$ cat config.mk
export PLATFORM = sky130hd
export DESIGN_NAME = fifo_deaggregator_flat
export DESIGN_NICKNAME = d
export VERILOG_FILES = /design/src/rtl/fifo_deaggregator_pkg.sv /design/src/rtl/fifo_deaggregator_if.sv /design/src/rtl/deagg_word_buffer.sv /design/src/rtl/fifo_deaggregator.sv /design/src/flat_wrapper.sv
export SDC_FILE = /design/constraint.sdc
export NUM_CORES = 1
export LEC_CHECK = 0
export BUFFER_PORTS_ARGS = -buffer_cell sky130_fd_sc_hd__buf_2
export CORE_ASPECT_RATIO = 0.9
export CORE_MARGIN = 4
export CORE_UTILIZATION = 40
export DETAILED_ROUTE_END_ITERATION = 6
export SLEW_MARGIN = 20
export SYNTH_ARGS = -nofsm -noshare
export SYNTH_HDL_FRONTEND = slang
export SYNTH_HIERARCHICAL = 1
export SYNTH_SLANG_ARGS = --single-unit
$ cat constraint.sdc
create_clock -name clk -period 1.8 [get_ports clk]
set_clock_uncertainty 0.15 [all_clocks]
set_input_delay 0.09 -clock clk [delete_from_list [all_inputs] [get_ports clk]]
set_output_delay 0.09 -clock clk [all_outputs]
set_load 0.01 [all_outputs]
$ cat src/rtl/fifo_deaggregator_pkg.sv
// Shared constants and helpers for the FIFO de-aggregator.
package fifo_deaggregator_pkg;

    localparam int unsigned DefDataWidth  = 11;
    localparam int unsigned DefFetchWidth = 4;

    // Word index width; never zero so FETCH_WIDTH = 1 still has a legal index register.
    function automatic int unsigned idx_width(input int unsigned fetch_width);
        return (fetch_width > 1) ? $clog2(fetch_width) : 1;
    endfunction

endpackage

$ cat src/rtl/fifo_deaggregator_if.sv
// Upstream wide-entry and downstream word handshakes of the de-aggregator.
interface fifo_deaggregator_if
    import fifo_deaggregator_pkg::*;
#(
    parameter int unsigned DATA_WIDTH  = DefDataWidth,
    parameter int unsigned FETCH_WIDTH = DefFetchWidth
);

    logic [FETCH_WIDTH*DATA_WIDTH-1:0] sender_data;
    logic                              sender_empty_n;
    logic                              sender_deq;
    logic [DATA_WIDTH-1:0]             receiver_data;
    logic                              receiver_full_n;
    logic                              receiver_enq;

    modport slave (
        input  sender_data, sender_empty_n, receiver_full_n,
        output sender_deq, receiver_data, receiver_enq
    );

    modport master (
        output sender_data, sender_empty_n, receiver_full_n,
        input  sender_deq, receiver_data, receiver_enq
    );

endinterface

$ cat src/rtl/deagg_word_buffer.sv
// One-entry buffer that hands out its words in ascending index order.
module deagg_word_buffer
    import fifo_deaggregator_pkg::*;
#(
    parameter int unsigned DATA_WIDTH  = DefDataWidth,
    parameter int unsigned FETCH_WIDTH = DefFetchWidth
) (
    input  logic                              clk,
    input  logic                              rst,
    input  logic                              load_i,
    input  logic [FETCH_WIDTH*DATA_WIDTH-1:0] load_data_i,
    input  logic                              enq_i,
    output logic                              valid_o,
    output logic                              last_o,
    output logic [DATA_WIDTH-1:0]             data_o
);

    localparam int unsigned IdxW = idx_width(FETCH_WIDTH);

    logic [FETCH_WIDTH*DATA_WIDTH-1:0] buf_q, buf_d;
    logic                              valid_q, valid_d;
    logic [IdxW-1:0]                   idx_q, idx_d;

    assign valid_o = valid_q;
    assign last_o  = (idx_q == IdxW'(FETCH_WIDTH - 1));

    always_comb begin
        data_o = '0;
        for (int i = 0; i < FETCH_WIDTH; i++) begin
            if (idx_q == IdxW'(i)) begin
                data_o = buf_q[i*DATA_WIDTH +: DATA_WIDTH];
            end
        end
    end

    // A load on the same edge as the last-word enq wins, so back-to-back entries do not stall.
    always_comb begin
        buf_d   = buf_q;
        valid_d = valid_q;
        idx_d   = idx_q;
        if (enq_i) begin
            if (last_o) begin
                idx_d   = '0;
                valid_d = 1'b0;
            end else begin
                idx_d = idx_q + 1'b1;
            end
        end
        if (load_i) begin
            buf_d   = load_data_i;
            valid_d = 1'b1;
            idx_d   = '0;
        end
    end

    always_ff @(posedge clk or posedge rst) begin
        if (rst) begin
            buf_q   <= '0;
            valid_q <= 1'b0;
            idx_q   <= '0;
        end else begin
            buf_q   <= buf_d;
            valid_q <= valid_d;
            idx_q   <= idx_d;
        end
    end

endmodule

$ cat src/rtl/fifo_deaggregator.sv
// Splits wide upstream FIFO entries into single words for a downstream FIFO.
// Define DEAGG_PREFETCH_EN to refill on the last word for sustained 1 word/cycle.
module fifo_deaggregator
    import fifo_deaggregator_pkg::*;
#(
    parameter int unsigned DATA_WIDTH  = DefDataWidth,
    parameter int unsigned FETCH_WIDTH = DefFetchWidth
) (
    input logic                 clk,
    input logic                 rst,
    fifo_deaggregator_if.slave  bus_io
);

    logic valid;
    logic last;
    logic enq;
    logic deq;

    assign enq = valid & bus_io.receiver_full_n & ~rst;

`ifdef DEAGG_PREFETCH_EN
    assign deq = bus_io.sender_empty_n & ~rst & (~valid | (last & enq));
`else
    assign deq = bus_io.sender_empty_n & ~rst & ~valid;
`endif

    assign bus_io.receiver_enq = enq;
    assign bus_io.sender_deq   = deq;

    deagg_word_buffer #(
        .DATA_WIDTH  (DATA_WIDTH),
        .FETCH_WIDTH (FETCH_WIDTH)
    ) u_word_buffer (
        .clk         (clk),
        .rst         (rst),
        .load_i      (deq),
        .load_data_i (bus_io.sender_data),
        .enq_i       (enq),
        .valid_o     (valid),
        .last_o      (last),
        .data_o      (bus_io.receiver_data)
    );

endmodule

$ cat src/flat_wrapper.sv
// flat-port wrapper written by rule: the top's interface ports become plain ports
module fifo_deaggregator_flat import fifo_deaggregator_pkg::*;
#(
    parameter int unsigned DATA_WIDTH  = DefDataWidth,
    parameter int unsigned FETCH_WIDTH = DefFetchWidth
)
  (clk, rst, bus_io_sender_data, bus_io_sender_empty_n, bus_io_receiver_full_n, bus_io_sender_deq, bus_io_receiver_data, bus_io_receiver_enq);
  fifo_deaggregator_if #(.DATA_WIDTH(DATA_WIDTH), .FETCH_WIDTH(FETCH_WIDTH)) bus_io_i ();
  input logic clk;
  input logic rst;
  input wire logic [$bits(bus_io_i.sender_data)-1:0] bus_io_sender_data;
  input wire logic [$bits(bus_io_i.sender_empty_n)-1:0] bus_io_sender_empty_n;
  input wire logic [$bits(bus_io_i.receiver_full_n)-1:0] bus_io_receiver_full_n;
  output wire logic [$bits(bus_io_i.sender_deq)-1:0] bus_io_sender_deq;
  output wire logic [$bits(bus_io_i.receiver_data)-1:0] bus_io_receiver_data;
  output wire logic [$bits(bus_io_i.receiver_enq)-1:0] bus_io_receiver_enq;
  assign bus_io_i.sender_data = bus_io_sender_data;
  assign bus_io_i.sender_empty_n = bus_io_sender_empty_n;
  assign bus_io_i.receiver_full_n = bus_io_receiver_full_n;
  assign bus_io_sender_deq = bus_io_i.sender_deq;
  assign bus_io_receiver_data = bus_io_i.receiver_data;
  assign bus_io_receiver_enq = bus_io_i.receiver_enq;
  fifo_deaggregator #(.DATA_WIDTH(DATA_WIDTH), .FETCH_WIDTH(FETCH_WIDTH)) u_core (.clk(clk), .rst(rst), .bus_io(bus_io_i));
endmodule
==> impl_metrics.tcl <==
set metrics [dict create \
    synth_top_area_cell "dfrtp_1" \
    wl_met3_um 259 \
    yosys.cell_types.count 25 \
    p_per_cell_area_nw_per_um2 1590 \
    final_design_area_no_fill_um2 3240 \
    timing.final.crit_period_ps 1980 \
    synth_seq_area_share_pct 55.3 \
    routedLengthMet1_mm 2.33 \
    worstHoldPathType "input pin to flop" \
    cp.arrival_ps 1740 \
    synth.most_common_cell "dfrtp_1" \
    grt_pass1_vias 1854 \
    worst_slack_ps -178 \
    aggregate_global_routing_overflow 0 \
    ys_top_cells_by_count "47 x dfrtp_1, 39 x mux2_2, 11 x a22oi_1" \
    dp.cells 279 \
    num_antenna_cells 0 \
    floorplan.initialDensity_pct 42.7 \
    clock_path_buffers 2 \
    hold_path.startpoint "bus_io_receiver_full_n" \
    critical_path.endpoint_type "output port" \
    synthesis.nets 209 \
    synth.ff_latch_count 47 \
    worst-endpoint-required_ps 1560 \
    synthesis.instances 157 \
    drcViolationCount 0 \
    routed-wl-met2_mm 2.81 \
    path_max_fanout 7 \
    clock.fmax_ghz 0.506 \
    async_flop_share_pct 100 \
    synth_area_um2 2130 \
    detailed_router_iteration_count_before_antenna_repair 4 \
    placementRows 24 \
    critical_path.startpoint_type "flop" \
    chipHeight_um 77.2 \
    via_total_after_detailed_routing 1674 \
    gp_congestion 0.785 \
    max_slew_margin_pct 61.0 \
    cts.reportedPaths.clkPinSlew_ps 80 \
    grt_max_degree 48 \
    maxSlewViolCount 0 \
    post-synth-top-area-fraction_pct 55.3 \
    grt_setup_unrepaired "yes" \
    ir_worst_vdd_uv 614 \
    worstSetupStartpoint "u_core/u_word_buffer/idx_q[0]" \
    total_wirelength_mm 5.45 \
    topRoutingLayerUsed "met4" \
    setup_viol_count_final 11 \
    hold_slack_ps 199 \
    violated_checks "negative setup slack" \
    nets 322 \
    die-width_um 84.9 \
    cts_tree "done" \
    timing.rr.start "u_core/u_word_buffer/valid_o" \
    multiInputGateArea_um2 990 \
    period_share_pct 110 \
    number_of_enable_type_register_cells_in_the_synthesized_netlist 0 \
    synthToLayoutAreaGrowth_pct 52.0 \
    globalRouteTotalUtil_pct 17.2 \
    design.core.area_um2 4980 \
    drive_above_1_share_pct 55.7 \
    run_status "complete, but fails checks" \
    max-cap-violations 0 \
    grt_first_pass_wirelength_mm 9.01 \
    clock_tree.root_cell "clkbuf_8" \
    top_area_cells_in_the_synthesized_netlist "dfrtp_1 55%, mux2_2 21%, a22oi_1 3.9%, o22ai_1 2.6%, ha_1 2.4%" \
    cts_num_sinks 47 \
    layout.core_utilization_pct 64.9 \
    dpl_cell_area_um2 2500 \
    synth_ff_type "dfrtp_1" \
    report.power.total_mw 5.13 \
    io_pins 61 \
    cts_made_buffers 5 \
    power.leakage_nw 1.44 \
    number_of_antenna_violations_at_the_first_check_in_global_routing 0 \
    transition_time_of_the_tightest_slew_check_pin_ps 585 \
    syn_area_per_cell_um2 13.6 \
    regArea_um2 1180 \
    port_buffers 60 \
    drt_iter0_markers 100 \
    critical_path_class "flop to output port" \
    final_antenna_net_count 0 \
    cts_h_tree_depth 2 \
    hpwlAfterDp_mm 3.77 \
    dr_vias_cell 4.98 \
    fillCellCount 407 \
    synth-warning-count 6 \
    finalHoldViolCount 0 \
    clkLatencyLatePin_ps 290 \
    stdcell_count 336 \
    die_area_um2 6550 \
    post_drt_wl_per_cell_um 16.2 \
]
[layout make-up]
class,instances,share of cell area [%]
flip-flops and latches,47,36.3
multi-input cells,94,30.6
inverters,6,0.735
clock buffers,6,2.55
clock inverters,2,0.503
repair buffers,116,26.8
well taps,65,2.51
[sequential cells by signal, indices dropped and copies added, names as in the netlist]
name / cells
u_core/u_word_buffer/idx_q: 2
u_core/u_word_buffer/buf_q: 44
u_core/u_word_buffer/valid_o: 1
[placed cells by master, fill, tap and decap left out, types with 4 or more instances in the layout]
cell           instances
buf_2                 60
dfrtp_1               47
dlygate4sd3_1         45
mux2_2                39
a22oi_2               11
o22ai_1                9
buf_4                  7
clkbuf_8               6
a21oi_1                5
a21oi_2                4
[worst paths after layout]
path | cells past startpoint | end | slack (ps)
setup / recovery | 7 | bus_io_receiver_data[5] | -180
hold / removal | 4 | u_core/u_word_buffer/valid_o | 200
setup reg to reg | 3 | u_core/u_word_buffer/buf_q[3] | 210
hold reg to reg | 1 | u_core/u_word_buffer/buf_q[27] | 370
max in group asynchronous | 4 | u_core/u_word_buffer/buf_q[22] | 730
min in group asynchronous | 4 | u_core/u_word_buffer/buf_q[23] | 370
[critical path, stage by stage, from the launching register on]
cell and delay (ps):
dfrtp_1 420, buf_6 130, ha_4 170, nor2b_4 180
buf_6 170, a22oi_2 70, a21oi_1 160, buf_2 150
[per-layer routing]
| metal | track usage [%] | vias to the layer above |
|---|---|---|
| met5 | 0 | - |
| met3 | 3.75 | 6 |
| li1 | - | 800 |
| met2 | 30.2 | 46 |
| met4 | 4.75 | 0 |
| met1 | 21.3 | 822 |
[cell families after synthesis]
| logic type | share of synthesized area, % |
|---|---|
| flops | 55.3 |
| mux | 23.2 |
| compound gates | 10.6 |
| buf+inv | 4.70 |
| simple gates | 3.47 |
| fa+ha+maj | 2.35 |
| xor+xnor | 0.412 |
[through the flow]
step / worst slack [ps] / setup TNS [ps]
after CTS: -154 / -1440
after global placement: 72.1 / 0
after detailed placement: 3.48 / 0
after global routing: -283 / -2540
final: -178 / -1430
after floorplan: 143 / 0
[power breakdown]
| part | total [mW] | switching [mW] | internal [mW] |
|---|---|---|---|
| logic | 2.52 | 1.15 | 1.36 |
| registers | 1.96 | 0.371 | 1.59 |
| clock network | 0.659 | 0.346 | 0.314 |
[timing repair]
action / CTS / global route
endpoints found under the hold margin: 91 / 0
hold buffers: 45 / 0
endpoints found under the setup margin: 11 / 11
setup buffers: 4 / 0
resized for setup: 31 / 5
pin swaps: 10 / 5
Note: power is estimated with default switching activity, not from simulation.
